`src/rtl/uart_pkg.sv`:
```
// uart_pkg: shared state encoding and frame geometry for the transport UART transmitter
package uart_pkg;
    typedef enum logic [1:0] {IDLE, START, DATA, STOP} state_t;
    localparam int FRAME_BITS = 10;
    localparam int DATA_BITS = 8;
endpackage

```
`src/rtl/transport_uart_tx_if.sv`:
```
// transport_uart_tx_if: byte/request inputs and serial/status outputs of the UART transmitter
interface transport_uart_tx_if;
    logic [7:0] data_in;
    logic send;
    logic tx;
    logic busy;
    logic drop;
    modport master (output data_in, send, input tx, busy, drop);
    modport slave (input data_in, send, output tx, busy, drop);
endinterface

```
`src/rtl/uart_baud_tick.sv`:
```
// uart_baud_tick: free-running bit-period counter with a tick on the last cycle of each bit
module uart_baud_tick #(
    parameter int CLKS_PER_BIT = 434
) (
    input  logic clk,
    input  logic rst,
    input  logic clr,
    output logic tick
);
    localparam int W = $clog2(CLKS_PER_BIT);
    localparam logic [W-1:0] LAST = W'(CLKS_PER_BIT - 1);
    logic [W-1:0] cnt;
    always_ff @(posedge clk or negedge rst)
        if (!rst) cnt <= '0;
        else cnt <= (clr || tick) ? '0 : cnt + 1'b1;
    assign tick = cnt == LAST;
endmodule

```
`src/rtl/transport_uart_tx.sv`:
```
// transport_uart_tx: 8N1 LSB-first serialiser for the Transport byte with a 1-entry holding register
module transport_uart_tx
    import uart_pkg::*;
#(
    parameter int CLKS_PER_BIT = 434,
    parameter bit SEND_ON_CHANGE = 1'b1
) (
    input logic clk,
    input logic rst,
    transport_uart_tx_if.slave bus
);
    localparam int IW = $clog2(FRAME_BITS);
    localparam logic [IW-1:0] LAST_IDX = IW'(DATA_BITS - 1);
    state_t state;
    logic [7:0] last_q, hold_d, shift;
    logic [IW-1:0] idx;
    logic hold_v, tx_q, drop_q, tick, req, take;
    assign req = bus.send | (SEND_ON_CHANGE & (bus.data_in != last_q));
    // the shifter claims the held byte from IDLE or at the end of a stop bit
    assign take = hold_v & ((state == IDLE) | ((state == STOP) & tick));
    uart_baud_tick #(.CLKS_PER_BIT(CLKS_PER_BIT)) u_baud (
        .clk (clk),
        .rst (rst),
        .clr (state == IDLE),
        .tick(tick)
    );
    always_ff @(posedge clk or negedge rst)
        if (!rst) begin
            state <= IDLE;
            last_q <= '0;
            hold_d <= '0;
            hold_v <= 1'b0;
            shift <= '0;
            idx <= '0;
            tx_q <= 1'b1;
            drop_q <= 1'b0;
        end else begin
            last_q <= bus.data_in;
            drop_q <= req & hold_v & ~take;
            if (req) begin
                hold_d <= bus.data_in;
                hold_v <= 1'b1;
            end else if (take) hold_v <= 1'b0;
            if (take) begin
                state <= START;
                shift <= hold_d;
                tx_q <= 1'b0;
            end else
                case (state)
                    START: if (tick) begin
                        state <= DATA;
                        idx <= '0;
                        tx_q <= shift[0];
                    end
                    DATA: if (tick) begin
                        if (idx == LAST_IDX) begin
                            state <= STOP;
                            tx_q <= 1'b1;
                        end else begin
                            idx <= idx + 1'b1;
                            shift <= shift >> 1;
                            tx_q <= shift[1];
                        end
                    end
                    STOP: if (tick) state <= IDLE;
                    default: tx_q <= 1'b1;
                endcase
        end
    assign bus.tx = tx_q;
    assign bus.drop = drop_q;
    assign bus.busy = (state != IDLE) | hold_v;
endmodule
```
`src/flat_wrapper.sv`:
```
// flat-port wrapper written by rule: the top's interface ports become plain ports
module transport_uart_tx_flat import uart_pkg::*;
#(
    parameter int CLKS_PER_BIT = 434,
    parameter bit SEND_ON_CHANGE = 1'b1
)
  (clk, rst, bus_data_in, bus_send, bus_tx, bus_busy, bus_drop);
  transport_uart_tx_if bus_i ();
  input logic clk;
  input logic rst;
  input wire logic [$bits(bus_i.data_in)-1:0] bus_data_in;
  input wire logic [$bits(bus_i.send)-1:0] bus_send;
  output wire logic [$bits(bus_i.tx)-1:0] bus_tx;
  output wire logic [$bits(bus_i.busy)-1:0] bus_busy;
  output wire logic [$bits(bus_i.drop)-1:0] bus_drop;
  assign bus_i.data_in = bus_data_in;
  assign bus_i.send = bus_send;
  assign bus_tx = bus_i.tx;
  assign bus_busy = bus_i.busy;
  assign bus_drop = bus_i.drop;
  transport_uart_tx #(.CLKS_PER_BIT(CLKS_PER_BIT), .SEND_ON_CHANGE(SEND_ON_CHANGE)) u_core (.clk(clk), .rst(rst), .bus(bus_i));
endmodule
```
`config.mk`:
```
export PLATFORM = sky130hd
export DESIGN_NAME = transport_uart_tx_flat
export DESIGN_NICKNAME = d
export VERILOG_FILES = /design/src/rtl/uart_pkg.sv /design/src/rtl/transport_uart_tx_if.sv /design/src/rtl/uart_baud_tick.sv /design/src/rtl/transport_uart_tx.sv /design/src/flat_wrapper.sv
export SDC_FILE = /design/constraint.sdc
export NUM_CORES = 1
export LEC_CHECK = 0
export CAP_MARGIN = 10
export CORE_MARGIN = 8
export CORE_UTILIZATION = 65
export CTS_BUF_LIST = sky130_fd_sc_hd__clkbuf_4
export DETAILED_ROUTE_END_ITERATION = 10
export PLACE_DENSITY_LB_ADDON = 0.05
export SLEW_MARGIN = 40
export SYNTH_ARGS = -nofsm -noshare
export SYNTH_HDL_FRONTEND = slang
export SYNTH_SLANG_ARGS = --single-unit
```
`constraint.sdc`:
```
create_clock -name clk -period 3.63 [get_ports clk]
set_clock_uncertainty 0.15 [all_clocks]
set_input_delay 0.363 -clock clk [delete_from_list [all_inputs] [get_ports clk]]
set_output_delay 0.363 -clock clk [all_outputs]
set_load 0.1 [all_outputs]
```
==> impl_metrics.json <==
{
  "status": "finished clean",
  "synth_top_family_by_area": "simple AND/OR/NAND/NOR gates",
  "vias_per_cell": 5.80,
  "vias": 1450,
  "yosys_warnings": 0,
  "drc": 0,
  "cts_htree_levels": 2,
  "synth-simple-area-share": 0.140,
  "grt_max_degree": 43,
  "syn_nets": 209,
  "drive_above_1_share": 0.121,
  "worstPathMaxFanout": 6,
  "die_area_um2": 5260,
  "startpoint_type": "flip-flop",
  "cts_tree": "built",
  "synth_edf_count": 0,
  "critPathKind": "flip-flop to flip-flop",
  "nets": 224,
  "path_clk_slew_ps": 120,
  "num_antenna_cells": 0,
  "areaGrowthSynthToFinish_pct": 10.3,
  "power.density_nw_per_um2": 331,
  "synth.most_common_cell": "dfrtp_1",
  "insertion_delay_ps": 330,
  "syn-cell-area_um2": 2080,
  "min_period_ps": 2320,
  "ys_types": 43,
  "max_freq_ghz": 0.431,
  "synth_flop_cell": "dfrtp_1",
  "die_h_um": 72.5,
  "routedWlPerCell_um": 15.9,
  "drv_slew": 0,
  "portBuffers": 13,
  "drt.antenna.violating_nets": 0,
  "io_pins": 14,
  "max-cap-violations": 0,
  "critPathArrivalTime_ps": 2410,
  "synth_area_leaders": "dfrtp_1 (49%), xnor2_1 (5.5%), mux2_2 (4.9%), ha_1 (4.8%), mux2i_1 (4.3%)",
  "synth.top_cell.area_share": 0.494,
  "clockBufferDepth": 2,
  "antenna_found_initial": 0,
  "cts_hold_buf": 1,
  "cts_buffers": 5,
  "synth_compound_area_frac": 0.123,
  "hold_path_class": "flip-flop to flip-flop",
  "async_flop_share": 1.00,
  "postSynthCellCount": 190,
  "die_x_um": 72.5,
  "postCtsSetupBuffers": 0,
  "rrSetupSlack_ps": 1310,
  "drtIter0Drc": 77,
  "yosysSeqAreaShare": 0.507,
  "dp_hpwl_um": 2970,
  "synth_mux_area_frac": 0.0922,
  "rsz0062_at_grt": "no",
  "grt_pass1_vias": 1481,
  "synth_fa_ha_area_frac": 0.0482,
  "gp_congestion": 0.833,
  "clkSinkCount": 42,
  "critPathRequiredTime_ps": 3720,
  "peakVddDrop_v": 0.000331,
  "cts_resized": 0,
  "hold_violations": 0,
  "leakagePower_nw": 1.03,
  "grt_pass1_wl_um": 6660,
  "synth_commonest_cells": "dfrtp_1 (41), nor2_1 (16), nand2_1 (15), xnor2_1 (13), o21ai_0 (12)",
  "fin_tns_setup_ps": 0,
  "setup_ws_ps": 1310,
  "first_pass_iters": 4,
  "initial_core_util": 0.680,
  "cts_root_buf": "clkbuf_4",
  "overflow": 0,
  "hold_slack_ps": 336,
  "synth-xor-area-share": 0.0633,
  "total_power_mw": 0.757,
  "slew_headroom": 0.614,
  "ys_ff_latch": 42,
  "wl_um": 3990,
  "dp_slack_ps": 1210,
  "num_rows": 20,
  "fin_crit_sh": 0.639,
  "grt_usage": 0.161,
  "setup_viol": 0,
  "syn-mean-instance-area_um2": 10.9,
  "core_area_um2": 3050,
  "end_kind": "flip-flop",
  "tightest_slew_ps": 579,
  "synth_top_area_cell": "dfrtp_1"
}
## power by group
group          internal (mW)  switching [mW]
sequential             0.482         0.00800
clock                 0.0837           0.142
combinational         0.0220          0.0203
total                  0.587           0.170
## worst max-delay path, cell delays in order (launching register included)
cell and delay, ps:
dfrtp_1 470, or4b_1 700, nor3_1 360, mux2_2 370, a22o_1 170
## layout by cell type (no fill, tap or decap), types with 2 or more instances in the layout
cell type and count:
xor2_1 2, nand4_1 4, clkbuf_4 6, buf_2 2, mux2_2 9, clkdlybuf4s50_1 9, mux2i_1 9, nor3_1 3
xnor2_1 13, nand2_1 15, nor2_1 16, o31ai_1 3, a211oi_1 2, ha_1 8, buf_4 2, nand3_1 8
a22o_1 3, nand2b_1 3, a21oi_1 3, o21ai_0 12, inv_1 8, dfrtp_1 41
## layout make-up
class	count	area [µm²]
clock buffers	6	45.0
clock inverters	2	13.8
fillers	231	762
inverters	8	30.0
multi-input cells	134	970
flip-flops and latches	42	1050
well taps	44	55.1
repair buffers	14	125
## state kept, by name (all words and copies together) (netlist names)
| register | count |
|---|---|
| u_core.hold_v | 1 |
| u_core.shift | 8 |
| u_core.bus.drop | 1 |
| u_core.state | 2 |
| u_core.last_q | 8 |
| u_core.bus.tx | 1 |
| u_core.u_baud.cnt | 9 |
| u_core.idx | 4 |
| u_core.hold_d | 8 |
## metrics by stage
step	cell area, µm²	utilization	cells
floorplan	2080	-	190
global route	2290	0.750	250
finish	2290	0.750	250
CTS	2290	0.750	250
global placement	2230	0.730	241
detailed placement	2220	0.728	241
## routing by layer
metal,vias to the layer above,GRT usage,routed length (µm)
met3,2,0.0482,149
met2,29,0.273,2020
met4,0,0.0422,18
met1,716,0.194,1800
met5,-,0,0
li1,703,-,-
## cell families after synthesis
family | count (synthesis)
xor+xnor | 15
fa+ha+maj | 8
flops | 42
mux | 18
compound gates | 35
simple gates | 58
buf+inv | 14
## worst paths after layout
kind / to / depth (start not counted) / startpoint
min: u_core.bus.tx / 2 / u_core.bus.tx
max: u_core.idx[1] / 4 / u_core.u_baud.cnt[2]
max in group asynchronous: u_core.bus.tx / 2 / rst
min reg2reg: u_core.bus.tx / 2 / u_core.bus.tx
min in group asynchronous: u_core.u_baud.cnt[1] / 2 / rst
max reg2reg: u_core.idx[1] / 4 / u_core.u_baud.cnt[2]
Power figures use the tool's default switching activity.
